## config.mk

```make
export PLATFORM = sky130hd
export DESIGN_NAME = inst_encoder_flat
export DESIGN_NICKNAME = d
export VERILOG_FILES = /design/src/rtl/inst_encoder_pkg.sv /design/src/rtl/inst_encoder_if.sv /design/src/rtl/inst_encoder_sync_fifo.sv /design/src/rtl/inst_encoder.sv /design/src/flat_wrapper.sv
export SDC_FILE = /design/constraint.sdc
export NUM_CORES = 1
export LEC_CHECK = 0
export ABC_AREA = 1
export CELL_PAD_IN_SITES_DETAIL_PLACEMENT = 1
export CELL_PAD_IN_SITES_GLOBAL_PLACEMENT = 2
export CORE_ASPECT_RATIO = 0.7
export CORE_UTILIZATION = 33
export DETAILED_ROUTE_END_ITERATION = 6
export GPL_TIMING_DRIVEN = 0
export PLACE_DENSITY_LB_ADDON = 0.1
export SLEW_MARGIN = 30
export SYNTH_ARGS = -nofsm -noshare
export SYNTH_HDL_FRONTEND = slang
export SYNTH_SLANG_ARGS = --single-unit
export TNS_END_PERCENT = 5
```

## constraint.sdc

```tcl
create_clock -name clk -period 5.75 [get_ports clk]
set_clock_uncertainty 0.15 [all_clocks]
set_input_delay 1.15 -clock clk [delete_from_list [all_inputs] [get_ports clk]]
set_output_delay 1.15 -clock clk [all_outputs]
set_load 0.02 [all_outputs]
```

## src/rtl/inst_encoder_pkg.sv

```systemverilog
// inst_encoder_pkg: RV32I opcodes, field widths, FSM states and the field-to-word packer.
package inst_encoder_pkg;
  localparam int INST_WIDTH = 32;
  localparam int NUM_REGISTER = 32;
  localparam int REG_W = $clog2(NUM_REGISTER);
  localparam logic [6:0] OP_LUI = 7'b0110111;
  localparam logic [6:0] OP_AUIPC = 7'b0010111;
  localparam logic [6:0] OP_JAL = 7'b1101111;
  localparam logic [6:0] OP_JALR = 7'b1100111;
  localparam logic [6:0] OP_BRANCH = 7'b1100011;
  localparam logic [6:0] OP_LOAD = 7'b0000011;
  localparam logic [6:0] OP_STORE = 7'b0100011;
  localparam logic [6:0] OP_ALUI = 7'b0010011;
  localparam logic [6:0] OP_ALU = 7'b0110011;
  localparam logic [6:0] OP_FENCE = 7'b0001111;
  localparam logic [6:0] OP_SYSTEM = 7'b1110011;
  localparam logic [6:0] FUNCT_7_ALT = 7'b0100000;
  typedef enum logic [1:0] {ENC_IDLE, ENC_RUN, ENC_DRAIN} state_t;
  function automatic logic op_known(input logic [6:0] op);
    return op inside {OP_LUI, OP_AUIPC, OP_JAL, OP_JALR, OP_BRANCH, OP_LOAD,
                      OP_STORE, OP_ALUI, OP_ALU, OP_FENCE, OP_SYSTEM};
  endfunction
  function automatic logic [INST_WIDTH-1:0] encode(input logic [6:0] op, input logic [2:0] f3,
      input logic alt, input logic [REG_W-1:0] rd, input logic [REG_W-1:0] rs1,
      input logic [REG_W-1:0] rs2, input logic [31:0] imm);
    logic [6:0] f7;
    logic [INST_WIDTH-1:0] w;
    f7 = alt ? FUNCT_7_ALT : 7'b0;
    case (op)
      OP_ALU: w = {f7, rs2, rs1, f3, rd, op};
      // immediate shifts carry shamt in imm[4:0] and the SRAI selector in funct7
      OP_ALUI: w = (f3 == 3'b001 || f3 == 3'b101) ? {f7, imm[4:0], rs1, f3, rd, op}
                                                  : {imm[11:0], rs1, f3, rd, op};
      OP_LOAD, OP_JALR, OP_FENCE, OP_SYSTEM: w = {imm[11:0], rs1, f3, rd, op};
      OP_STORE: w = {imm[11:5], rs2, rs1, f3, imm[4:0], op};
      OP_BRANCH: w = {imm[12], imm[10:5], rs2, rs1, f3, imm[4:1], imm[11], op};
      OP_LUI, OP_AUIPC: w = {imm[31:12], rd, op};
      OP_JAL: w = {imm[20], imm[10:1], imm[11], imm[19:12], rd, op};
      default: w = '0;
    endcase
    return w;
  endfunction
endpackage

```

## src/rtl/inst_encoder_if.sv

```systemverilog
// inst_encoder_if: field handshake, session control and imem write port of the encoder.
interface inst_encoder_if #(parameter int ADDR_W = 32);
  import inst_encoder_pkg::*;
  logic start;
  logic [ADDR_W-1:0] base_addr;
  logic valid, ready, last;
  logic [6:0] opcode;
  logic [2:0] funct3;
  logic alt;
  logic [REG_W-1:0] rd, rs1, rs2;
  logic [31:0] imm;
  logic imem_busy, imem_we;
  logic [ADDR_W-1:0] imem_addr;
  logic [INST_WIDTH-1:0] imem_wdata;
  logic done, err;
  modport master(output start, base_addr, valid, last, opcode, funct3, alt, rd, rs1, rs2, imm,
                 imem_busy, input ready, imem_we, imem_addr, imem_wdata, done, err);
  modport slave(input start, base_addr, valid, last, opcode, funct3, alt, rd, rs1, rs2, imm,
                imem_busy, output ready, imem_we, imem_addr, imem_wdata, done, err);
endinterface

```

## src/rtl/inst_encoder_sync_fifo.sv

```systemverilog
// sync_fifo: single-clock FIFO with full/empty flags and a synchronous clear.
module sync_fifo #(
  parameter int WIDTH = 32,
  parameter int DEPTH = 4
) (
  input  logic clk,
  input  logic rst_n,
  input  logic clr,
  input  logic push,
  input  logic pop,
  input  logic [WIDTH-1:0] din,
  output logic [WIDTH-1:0] dout,
  output logic full,
  output logic empty
);
  localparam int PW = $clog2(DEPTH);
  logic [WIDTH-1:0] mem [DEPTH];
  logic [PW-1:0] wp, rp;
  logic [PW:0] cnt;
  assign full = cnt == (PW+1)'(DEPTH);
  assign empty = cnt == '0;
  assign dout = mem[rp];
  always_ff @(posedge clk)
    if (push) mem[wp] <= din;
  always_ff @(posedge clk) begin
    if (!rst_n || clr) begin
      wp <= '0;
      rp <= '0;
      cnt <= '0;
    end else begin
      wp <= wp + PW'(push);
      rp <= rp + PW'(pop);
      cnt <= cnt + (PW+1)'(push) - (PW+1)'(pop);
    end
  end
endmodule

```

## src/rtl/inst_encoder.sv

```systemverilog
// inst_encoder: packs RV32I fields into words, buffers them and streams them into imem.
module inst_encoder
  import inst_encoder_pkg::*;
#(
  parameter int DEPTH = 4,
  parameter int ADDR_W = 32
) (
  input logic clk,
  input logic rst_n,
  inst_encoder_if.slave bus
);
  state_t state, next;
  logic [ADDR_W-1:0] addr;
  logic [INST_WIDTH-1:0] word, head;
  logic err, bad, fire, clr, full, empty;
  assign word = encode(bus.opcode, bus.funct3, bus.alt, bus.rd, bus.rs1, bus.rs2, bus.imm);
  assign bad = !op_known(bus.opcode) ||
               ((bus.opcode == OP_BRANCH || bus.opcode == OP_JAL) && bus.imm[0]);
  assign bus.ready = state == ENC_RUN && !full;
  assign fire = bus.valid && bus.ready;
  assign clr = state == ENC_IDLE && bus.start;
  assign bus.imem_we = state != ENC_IDLE && !empty && !bus.imem_busy;
  assign bus.imem_addr = addr;
  assign bus.imem_wdata = empty ? '0 : head;
  assign bus.done = state == ENC_DRAIN && empty;
  assign bus.err = err;
  always_comb begin
    next = state;
    next = clr ? ENC_RUN : (fire && bus.last) ? ENC_DRAIN : bus.done ? ENC_IDLE : state;
  end
  always_ff @(posedge clk) begin
    if (!rst_n) begin
      state <= ENC_IDLE;
      addr <= '0;
      err <= 1'b0;
    end else begin
      state <= next;
      addr <= clr ? bus.base_addr : bus.imem_we ? addr + ADDR_W'(4) : addr;
      err <= clr ? 1'b0 : err | (fire && bad);
    end
  end
  // erroneous fields complete the handshake but never reach the FIFO
  sync_fifo #(.WIDTH(INST_WIDTH), .DEPTH(DEPTH)) u_fifo (
    .clk(clk), .rst_n(rst_n), .clr(clr), .push(fire && !bad), .pop(bus.imem_we),
    .din(word), .dout(head), .full(full), .empty(empty)
  );
endmodule

```

## src/flat_wrapper.sv

```systemverilog
// flat-port wrapper written by rule: the top's interface ports become plain ports
module inst_encoder_flat import inst_encoder_pkg::*;
#(
  parameter int DEPTH = 4,
  parameter int ADDR_W = 32
)
  (clk, rst_n, bus_start, bus_base_addr, bus_valid, bus_last, bus_opcode, bus_funct3, bus_alt, bus_rd, bus_rs1, bus_rs2, bus_imm, bus_imem_busy, bus_ready, bus_imem_we, bus_imem_addr, bus_imem_wdata, bus_done, bus_err);
  inst_encoder_if #(.ADDR_W(ADDR_W)) bus_i ();
  input logic clk;
  input logic rst_n;
  input wire logic [$bits(bus_i.start)-1:0] bus_start;
  input wire logic [$bits(bus_i.base_addr)-1:0] bus_base_addr;
  input wire logic [$bits(bus_i.valid)-1:0] bus_valid;
  input wire logic [$bits(bus_i.last)-1:0] bus_last;
  input wire logic [$bits(bus_i.opcode)-1:0] bus_opcode;
  input wire logic [$bits(bus_i.funct3)-1:0] bus_funct3;
  input wire logic [$bits(bus_i.alt)-1:0] bus_alt;
  input wire logic [$bits(bus_i.rd)-1:0] bus_rd;
  input wire logic [$bits(bus_i.rs1)-1:0] bus_rs1;
  input wire logic [$bits(bus_i.rs2)-1:0] bus_rs2;
  input wire logic [$bits(bus_i.imm)-1:0] bus_imm;
  input wire logic [$bits(bus_i.imem_busy)-1:0] bus_imem_busy;
  output wire logic [$bits(bus_i.ready)-1:0] bus_ready;
  output wire logic [$bits(bus_i.imem_we)-1:0] bus_imem_we;
  output wire logic [$bits(bus_i.imem_addr)-1:0] bus_imem_addr;
  output wire logic [$bits(bus_i.imem_wdata)-1:0] bus_imem_wdata;
  output wire logic [$bits(bus_i.done)-1:0] bus_done;
  output wire logic [$bits(bus_i.err)-1:0] bus_err;
  assign bus_i.start = bus_start;
  assign bus_i.base_addr = bus_base_addr;
  assign bus_i.valid = bus_valid;
  assign bus_i.last = bus_last;
  assign bus_i.opcode = bus_opcode;
  assign bus_i.funct3 = bus_funct3;
  assign bus_i.alt = bus_alt;
  assign bus_i.rd = bus_rd;
  assign bus_i.rs1 = bus_rs1;
  assign bus_i.rs2 = bus_rs2;
  assign bus_i.imm = bus_imm;
  assign bus_i.imem_busy = bus_imem_busy;
  assign bus_ready = bus_i.ready;
  assign bus_imem_we = bus_i.imem_we;
  assign bus_imem_addr = bus_i.imem_addr;
  assign bus_imem_wdata = bus_i.imem_wdata;
  assign bus_done = bus_i.done;
  assign bus_err = bus_i.err;
  inst_encoder #(.DEPTH(DEPTH), .ADDR_W(ADDR_W)) u_core (.clk(clk), .rst_n(rst_n), .bus(bus_i));
endmodule
```

# Word level (Yosys, flattened, before mapping)
# Memories as Yosys holds them, arrays and structs flattened. A register that Yosys moved wholly into a read port is not among the register bits.
# Index checks and enable logic that the tools add are counted.
# classes
addsub	5
multipliers	0
div	0
order_cmp	0
eq_ne	16
n_shift	0
n_mux	12
bitwise_logic	2
n_reduce_logical	30
# op_table
op	n
one-hot mux 32 bit (7 select lines)	1
two-way mux 32 bit	4
adder 32 x 3 -> 32 bit, second input constant	1
== test 7 bit, second input constant	4
== test 7 x 6 -> 1 bit, second input constant	3
== test 7 x 5 -> 1 bit, second input constant	2
nonzero test 11 bit	1
logical AND 1 bit	10
== test 7 x 2 -> 1 bit, second input constant	1
== test 7 x 4 -> 1 bit, second input constant	1
== test 3 bit, second input constant	2
zero test 1 bit	6
two-way mux 2 bit	3
two-way mux 6 bit	1
nonzero test 2 bit	3
adder 2 x 1 -> 2 bit	2
logical OR 1 bit	4
OR reduction 2 bit	2
OR reduction 4 bit	1
adder 3 x 1 -> 3 bit	1
== test 3 x 1 -> 1 bit, second input constant	1
zero test 3 bit	1
two-way mux 1 bit	3
nonzero test 3 bit	1
6 further kinds	6
# word_totals
reg_bits	42
latchBits	0
ramBits	128
romBits	0
in_bits	96
output_inout_bits	68
word_cells	73
memories	1
# mem_list
memory	depth	word_bits	rd	rd_clocked_by_memory_dff	write_ports	line	rtl
u_core.u_fifo.mem	4	32	1	1	1	inst_encoder_sync_fifo.sv:17	logic [WIDTH-1:0] mem [DEPTH];

# Longest topological paths before layout
# Gate-level depths: netlist (run 1).
# logic_depth
depth_word	8
depth_mapped	14
ltp_nobuf	14

# Hierarchy
# Synthesis (run 1) repeated with hierarchy kept, for this count alone.
# unflattened
hier_cells	1060
hier_area_um2	8882.3
# by_module_without_submodules
mod	instances	cells_each	area_each_um2	seq_area_each_um2
sync_fifo	1	420	5429.0	3983.8
inst_encoder	1	640	3453.3	700.7

# Least setup slack after synthesis (run 1)
# OpenSTA, ideal clock, no wires.
# synth_timing
path_type	in2reg
startpoint	in bus_opcode[3]
endpoint	mem u_core.u_fifo.mem[0][0] (enable)
setup_time_ns	0.421
t_arrival_ns	3.365
setup_slack_ns	1.814
path_stages	11
path_buffers	0
cell_sequence	inv_1 > nand2_1 > nor2_4 > nand2_1 > nand2_2 > nor2_8 > nand2_4 > nand2_4 > nor2_4 > nand2_2 > nor2_1
# synth_between
elab_chain_cells	8
# synth_lines
item	line	rtl
from (decl)	flat_wrapper.sv:15	input wire logic [$bits(bus_i.opcode)-1:0] bus_opcode;
== test 7 x 6 -> 1 bit, or another cell as far along	inst_encoder_pkg.sv:20	return op inside {OP_LUI, OP_AUIPC, OP_JAL, OP_JALR, OP_BRANCH, OP_LOAD,
nonzero test 11 bit / logical OR 1 bit (equally long branches)	inst_encoder_pkg.sv:20, inst_encoder.sv:18	
zero test 1 bit / logical AND 1 bit (equally long branches)	inst_encoder.sv:17, inst_encoder.sv:18	
logical OR 1 bit (*)	inst_encoder.sv:17	assign bad = !op_known(bus.opcode) ||
zero test 1 bit (*)	inst_encoder.sv:44	.clk(clk), .rst_n(rst_n), .clr(clr), .push(fire && !bad), .pop(bus.imem_we),
logical AND 1 bit (*)	inst_encoder.sv:44	
two-way mux 1 bit (*)	inst_encoder_sync_fifo.sv:24	if (push) mem[wp] <= din;
two-way mux 1 bit (implied by the code) (*)	inst_encoder_sync_fifo.sv:24	
to (decl)	inst_encoder_sync_fifo.sv:17	
# Mark *: on every way between the ends. The rest lies on a longest branch, timed or not.

==> results of run 1 <==
## routing by layer
layer | vias up | track usage [%]
met4 | 0 | 5.25
met5 | - | 0
met3 | 17 | 4.17
li1 | 3681 | -
met1 | 3719 | 36.4
met2 | 163 | 32.9
## worst reg2reg max path, cell delays in order, from the launching register on
cell and delay (ns):
dfxtp_1 0.34, nor2_1 0.09, nand2_1 0.16, nand2_4 0.22, inv_2 0.19, ha_1 0.32, inv_1 0.04, ha_1 0.18
fa_1 0.37, xnor2_1 0.17, xor2_1 0.19, nor2_1 0.05
## state kept, by name (all words and copies together) (netlist names)
| name | flops |
|---|---|
| u_core.bus.err | 1 |
| u_core.u_fifo.rp | 2 |
| u_core.u_fifo.mem | 128 |
| u_core.u_fifo.cnt | 3 |
| u_core.bus.imem_addr | 32 |
| u_core.state | 2 |
| u_core.u_fifo.wp | 2 |
## cells in the final DEF, fill, tap and decap left out, types with 4 or more instances in the layout
cell	n
a21oi_1	51
a22oi_1	4
a31oi_1	4
buf_1	4
buf_16	7
buf_2	12
clkbuf_1	19
clkbuf_16	17
clkdlybuf4s50_1	162
clkinv_1	4
dfxtp_1	42
edfxtp_1	128
ha_1	5
inv_1	67
inv_2	5
nand2_1	189
nand2_2	10
nand2_4	7
nand3_1	50
nor2_1	229
nor2_2	5
nor2_4	10
nor3_1	4
o211ai_1	6
o21ai_0	100
o21ai_1	6
## worst min path at each step
stage                                            start                      endpoint  slack, ns
after floorplan           u_core.state[1]$_SDFFE_PP0P_  u_core.state[1]$_SDFFE_PP0P_       0.35
after global placement       u_core.bus.err$_SDFF_PP0_     u_core.bus.err$_SDFF_PP0_       0.30
after detailed placement     u_core.bus.err$_SDFF_PP0_     u_core.bus.err$_SDFF_PP0_       0.30
after CTS                    u_core.bus.err$_SDFF_PP0_     u_core.bus.err$_SDFF_PP0_       0.31
after global routing         u_core.bus.err$_SDFF_PP0_     u_core.bus.err$_SDFF_PP0_       0.35
final                        u_core.bus.err$_SDFF_PP0_     u_core.bus.err$_SDFF_PP0_       0.30
## cells by family after synthesis
family,after synthesis,share of synthesized area [%]
AO/OA/AOI/OAI,184,11.7
flip-flops,170,55.5
adder cells (fa/ha/maj),6,0.979
AND/OR/NAND/NOR,511,25.9
XOR/XNOR,5,0.519
buffers and inverters,112,5.41
## through the flow
stage                     total power [mW]  std cells  TNS (ns)  hold WS (ns)  worst slack, ns
after floorplan                       1.51        988         0         0.350             1.81
after global placement                1.67       1475    -33.37         0.299           -0.313
after detailed placement              1.67       1483         0         0.296             1.64
after CTS                             2.78       1515         0         0.307             1.58
after global routing                  2.85       1515         0         0.350             1.35
final                                 2.76       1515         0         0.304             1.58
## power by group
part           switching [mW]  internal, mW  leakage [nW]
Sequential             0.0273          1.33          1.45
Clock                   0.521         0.597         0.260
Combinational           0.152         0.134          2.45
Total                   0.700          2.06          4.16
## final cells by class
| cell class | count | area share (%) |
|---|---|---|
| Inverter | 75 | 2.52 |
| Timing Repair Buffer | 170 | 16.3 |
| Tap cell | 325 | 3.61 |
| Clock inverter | 14 | 1.08 |
| Multi-Input combinational cell | 706 | 29.6 |
| Buffer | 37 | 1.53 |
| Clock buffer | 18 | 3.81 |
| Sequential cell | 170 | 41.6 |
==> results.ini, run 1 <==
[synth]
yosysUniqueCellTypes=42
synth_most_common_cell=nor2_1
yosysSeqAreaShare_pct=55.5
synthesis.nets=1090
synthFlopType=edfxtp_1
syn_area_mm2=0.00844
synth_common_cells=233 x nor2_1, 189 x nand2_1, 128 x edfxtp_1, 100 x o21ai_0, 67 x inv_1
synth.area.top_cells=edfxtp_1 46%, nor2_1 10%, dfxtp_1 10%, nand2_1 8.4%, o21ai_0 5.9%
synth_top_cell_area_share_pct=45.6
synth_top_area_cell=edfxtp_1
syn_area_per_cell_um2=8.54
ys.warnings.count=0
syn-instance-count=988
synth_edf_count=128
async_flop_share_pct=0
synth-seq-cells=170

[clock_tree]
clk_path_buf_depth=2
clock_sinks=170
cts_made_buffers=17
path_clk_slew_ns=0.07
cts_hold_buf=0
worstSkewPairLatency_ns=0.45
htree_levels=4
cts-root-buf=clkbuf_16
ctsResizeCount=0
postCtsSetupBuffers=0
cts_tree=yes

[placement]
routabilityCongestion=0.861
io_buffers=162
dpl-instance-area_mm2=0.0107
dp_hpwl_um=22500

[setup_path]
worstPathArrival_ns=2.87
cp-end-kind=primary output
reg2reg_from=u_core.u_fifo.cnt[2]$_SDFF_PP0_
r2r_cells=11
critPathTopFamily=buffers and inverters
crit_buf_inv=3
start_kind=register
crit_path_end=bus_imem_wdata[5]
worstSetupPathType=reg2out
r2r_end=u_core.u_fifo.cnt[2]$_SDFF_PP0_
worstPathRequired_ns=4.45
slowest_stage=clkdlybuf4s50_1
crit_start=u_core.u_fifo.rp[0]$_SDFF_PP0_
crit_path_max_incr_delay_ns=0.67
cp.depth=7
critPathMostFrequentCell=nor2_1
crit_fanout=10
cp_cell_sequence=buf_2, buf_1, nor2_1, nor2_1, o21ai_0, a21oi_1, clkdlybuf4s50_1
reg2reg_slack_ns=3.17

[sta]
relSlewSlack_pct=44.0
period_minus_slack_ns=4.17
worstMarginPinSlew_ns=0.840
hold_viol=0
slew_viol_final=0
fmax_ghz=0.240
setup_viol=0
period_share_pct=72.5
rsz0062_at_grt=false

[power_and_ir_drop]
ir_drop_mv=0.223
power_per_cell_area_mw_per_mm2=245
power.leakage_nw=4.16

[drt]
dr.max_layer_used=met4
dr.pass1.iters=7
wl_um=29900
final_antenna_net_count=0
drc=8
post_drt_wl_per_cell_um=19.7
viasPerCell=5.00
first_iter_violations=446
met3_length_um=1270
wl_met1_um=16100
vias=7580
route.met2.wl_um=12300

[run]
cap_violations=0

[layout]
fin_nets=1279
finalInstanceArea_mm2=0.0113
num_antenna_cells=0
multi_input_area_mm2=0.00333
area_growth_pct=33.4
nFillCells=2907
drive_gt1_share_pct=8.07
seqCellArea_mm2=0.00468
fin_util_pct=45.3

[hold_path]
whs_path_depth=2
holdCritPathClass=reg2reg

[die]
die-area_mm2=0.0262
num_rows=48
initial_utilization_pct=33.9
die_h_um=136
ioPinCount=164
core-area_mm2=0.0249
die_w_um=193

[global_route]
track_usage_pct=23.3
grt_pass1_wl_um=44400
grt_max_degree=17
gr-total-overflow=0
grt_pass1_vias=7430
antenna_found_initial=0

[status]
violations=design-rule violations
status=finished with violations

Power figures use the tool's default switching activity.
==> run 2: changes to the inputs <==
--- a/config.mk
+++ b/config.mk
@@ -9,7 +9,7 @@
 export CELL_PAD_IN_SITES_DETAIL_PLACEMENT = 1
 export CELL_PAD_IN_SITES_GLOBAL_PLACEMENT = 2
 export CORE_ASPECT_RATIO = 0.7
-export CORE_UTILIZATION = 33
+export CORE_UTILIZATION = 31
 export DETAILED_ROUTE_END_ITERATION = 6
 export GPL_TIMING_DRIVEN = 0
 export PLACE_DENSITY_LB_ADDON = 0.1
==> constraint.sdc (replaced) <==
create_clock -name clk -period 4.4 [get_ports clk]
set_clock_uncertainty 0.15 [all_clocks]
set_input_delay 0.88 -clock clk [delete_from_list [all_inputs] [get_ports clk]]
set_output_delay 0.88 -clock clk [all_outputs]
set_load 0.02 [all_outputs]
==> results.ini, run 2 (synthesis results as in run 1) <==
[power_and_ir_drop]
ir_drop_mv=0.271  ; was 0.223 mV
power_per_cell_area_mw_per_mm2=325  ; was 245 mW/mm2
total_power_mw=3.66  ; was 2.76 mW
power.leakage_nw=4.14  ; was 4.16 nW
comb_power_share_pct=10.2  ; was 10.3%
power.share.clock_pct=41.2  ; was 40.5%
p_switching_uw=905  ; was 700 uW
intPower_mw=2.75  ; was 2.06 mW
p_seq_share_pct=48.6  ; was 49.2%
switching_share_pct=24.8  ; was 25.4%

[clock_tree]
cts_tree=yes  ; unchanged
ctsResizeCount=0  ; unchanged
clock_sinks=170  ; unchanged
cts_hold_buf=0  ; unchanged
cts_made_buffers=17  ; unchanged
path_clk_slew_ns=0.07  ; about the same
worstSkewPairLatency_ns=0.44  ; was 0.45 ns
clk_path_buf_depth=2  ; unchanged
htree_levels=4  ; unchanged
cts-root-buf=clkbuf_16  ; unchanged
postCtsSetupBuffers=0  ; unchanged

[sta]
hold_ws_ns=0.310  ; was 0.304 ns
hold_viol=0  ; unchanged
rsz0062_at_grt=false  ; unchanged
period_share_pct=87.8
worstMarginPinSlew_ns=0.773  ; was 0.840 ns
fin_ws_ns=0.538  ; was 1.58 ns
slew_viol_final=0  ; unchanged
relSlewSlack_pct=47.9  ; was 44.0%
setup_viol=0  ; unchanged
tns_ns=0  ; unchanged
period_minus_slack_ns=3.86
fmax_ghz=0.259

[layout]
fin_nets=1276  ; was 1279
fin_util_pct=42.1  ; was 45.3%
final_common_cell=nor2_1  ; unchanged
finalInstanceArea_mm2=0.0113  ; about the same
layout.cells.non_filler=1551  ; was 1515
largest_register_ffs=128  ; unchanged
area_growth_pct=33.4  ; about the same
drive_gt1_share_pct=7.83  ; was 8.07%
final_cell_mix=229 x nor2_1, 189 x nand2_1, 162 x clkdlybuf4s50_1  ; unchanged
regMostFlops=u_core.u_fifo.mem  ; unchanged
num_antenna_cells=0  ; unchanged

[die]
die_w_um=199  ; was 193 um
initial_utilization_pct=31.6  ; was 33.9%
core-area_mm2=0.0267  ; was 0.0249 mm2
die-area_mm2=0.0279  ; was 0.0262 mm2
die_h_um=140  ; was 136 um
num_rows=50  ; was 48
ioPinCount=164  ; unchanged

[placement]
dp_hpwl_um=22000  ; was 22500 um
placed_cells=1519  ; was 1483
routabilityCongestion=0.856  ; was 0.861
dpl-instance-area_mm2=0.0107  ; about the same
dp_slack_ns=0.504  ; was 1.64 ns
io_buffers=162  ; unchanged

[drt]
post_drt_wl_per_cell_um=19.2  ; was 19.7 um
first_iter_violations=425  ; was 446
vias=7503  ; was 7580
dr.pass1.iters=5  ; was 7
drc=0  ; was 8
wl_um=29800  ; was 29900 um
viasPerCell=4.84  ; was 5.00
final_antenna_net_count=0  ; unchanged

[setup_path]
worstSetupPathType=reg2out  ; unchanged
start_kind=register  ; unchanged
reg2reg_slack_ns=1.83  ; was 3.17 ns
worstPathRequired_ns=3.37  ; was 4.45 ns
worstPathArrival_ns=2.83  ; was 2.87 ns
cp-end-kind=primary output  ; unchanged
r2r_end=u_core.u_fifo.cnt[2]$_SDFF_PP0_  ; unchanged
reg2reg_from=u_core.u_fifo.cnt[2]$_SDFF_PP0_  ; unchanged
r2r_cells=11  ; unchanged
crit_fanout=10  ; unchanged

[global_route]
antenna_found_initial=0  ; unchanged
grt_pass1_wl_um=45600  ; was 44400 um
gr-total-overflow=0  ; unchanged
track_usage_pct=22.2  ; was 23.3%
grt_pass1_vias=7622  ; was 7430
grt_max_degree=19  ; was 17

[hold_path]
holdPathEnd=u_core.bus.err$_SDFF_PP0_  ; unchanged
hp-start=u_core.bus.err$_SDFF_PP0_  ; unchanged
whs_path_depth=2  ; unchanged
holdCritPathClass=reg2reg  ; unchanged

[run]
cap_violations=0  ; unchanged

[status]
status=finished clean  ; was finished with violations

## run 2: worst max-delay path, cell delays in order (launching register included)
cell and delay, ns:
dfxtp_1 0.36, buf_2 0.24, buf_1 0.49, nor2_1 0.10
nor2_1 0.09, o21ai_0 0.09, a21oi_1 0.35, clkdlybuf4s50_1 0.68
## run 2: worst max-delay path by stage
stage                                         startpoint                            endpoint  slack, ns
after global placement                     bus_opcode[5]  u_core.u_fifo.mem[1][17]$_DFFE_PP_      -1.44
after floorplan                            bus_opcode[3]   u_core.u_fifo.mem[0][0]$_DFFE_PP_       0.73
final                     u_core.u_fifo.rp[0]$_SDFF_PP0_                  bus_imem_wdata[10]       0.54
after detailed placement                   bus_opcode[5]  u_core.u_fifo.mem[1][15]$_DFFE_PP_       0.50
after global routing      u_core.u_fifo.rp[0]$_SDFF_PP0_                   bus_imem_wdata[1]       0.29
after CTS                 u_core.u_fifo.rp[0]$_SDFF_PP0_                   bus_imem_wdata[1]       0.47
## run 2: per-layer routing
metal / wire, um / global-route usage (%) / vias to the layer above
met4: 261 / 4.74 / 0
met3: 1170 / 3.88 / 17
met2: 12500 / 31.7 / 150
li1: - / - / 3666
met1: 15800 / 34.4 / 3670
met5: 0 / 0 / -
## run 2: power by group through the flow
stage | clock, mW | sequential [mW] | combinational, mW
6_report | 1.51 | 1.78 | 0.373
5_1_grt | 1.59 | 1.78 | 0.408
4_1_cts | 1.54 | 1.78 | 0.377
3_5_place_dp | 0 | 1.81 | 0.375
3_3_place_gp | 0 | 1.81 | 0.371
2_1_floorplan | 0 | 1.83 | 0.147
## run 2: final cells by class
cell class | instances | area [um2]
Multi-Input combinational cell | 706 | 3330
Inverter | 75 | 284
Clock inverter | 15 | 150
Timing Repair Buffer | 167 | 1760
Sequential cell | 170 | 4680
Clock buffer | 17 | 425
Tap cell | 364 | 455
Fill cell | 3094 | 15500
Buffer | 37 | 173
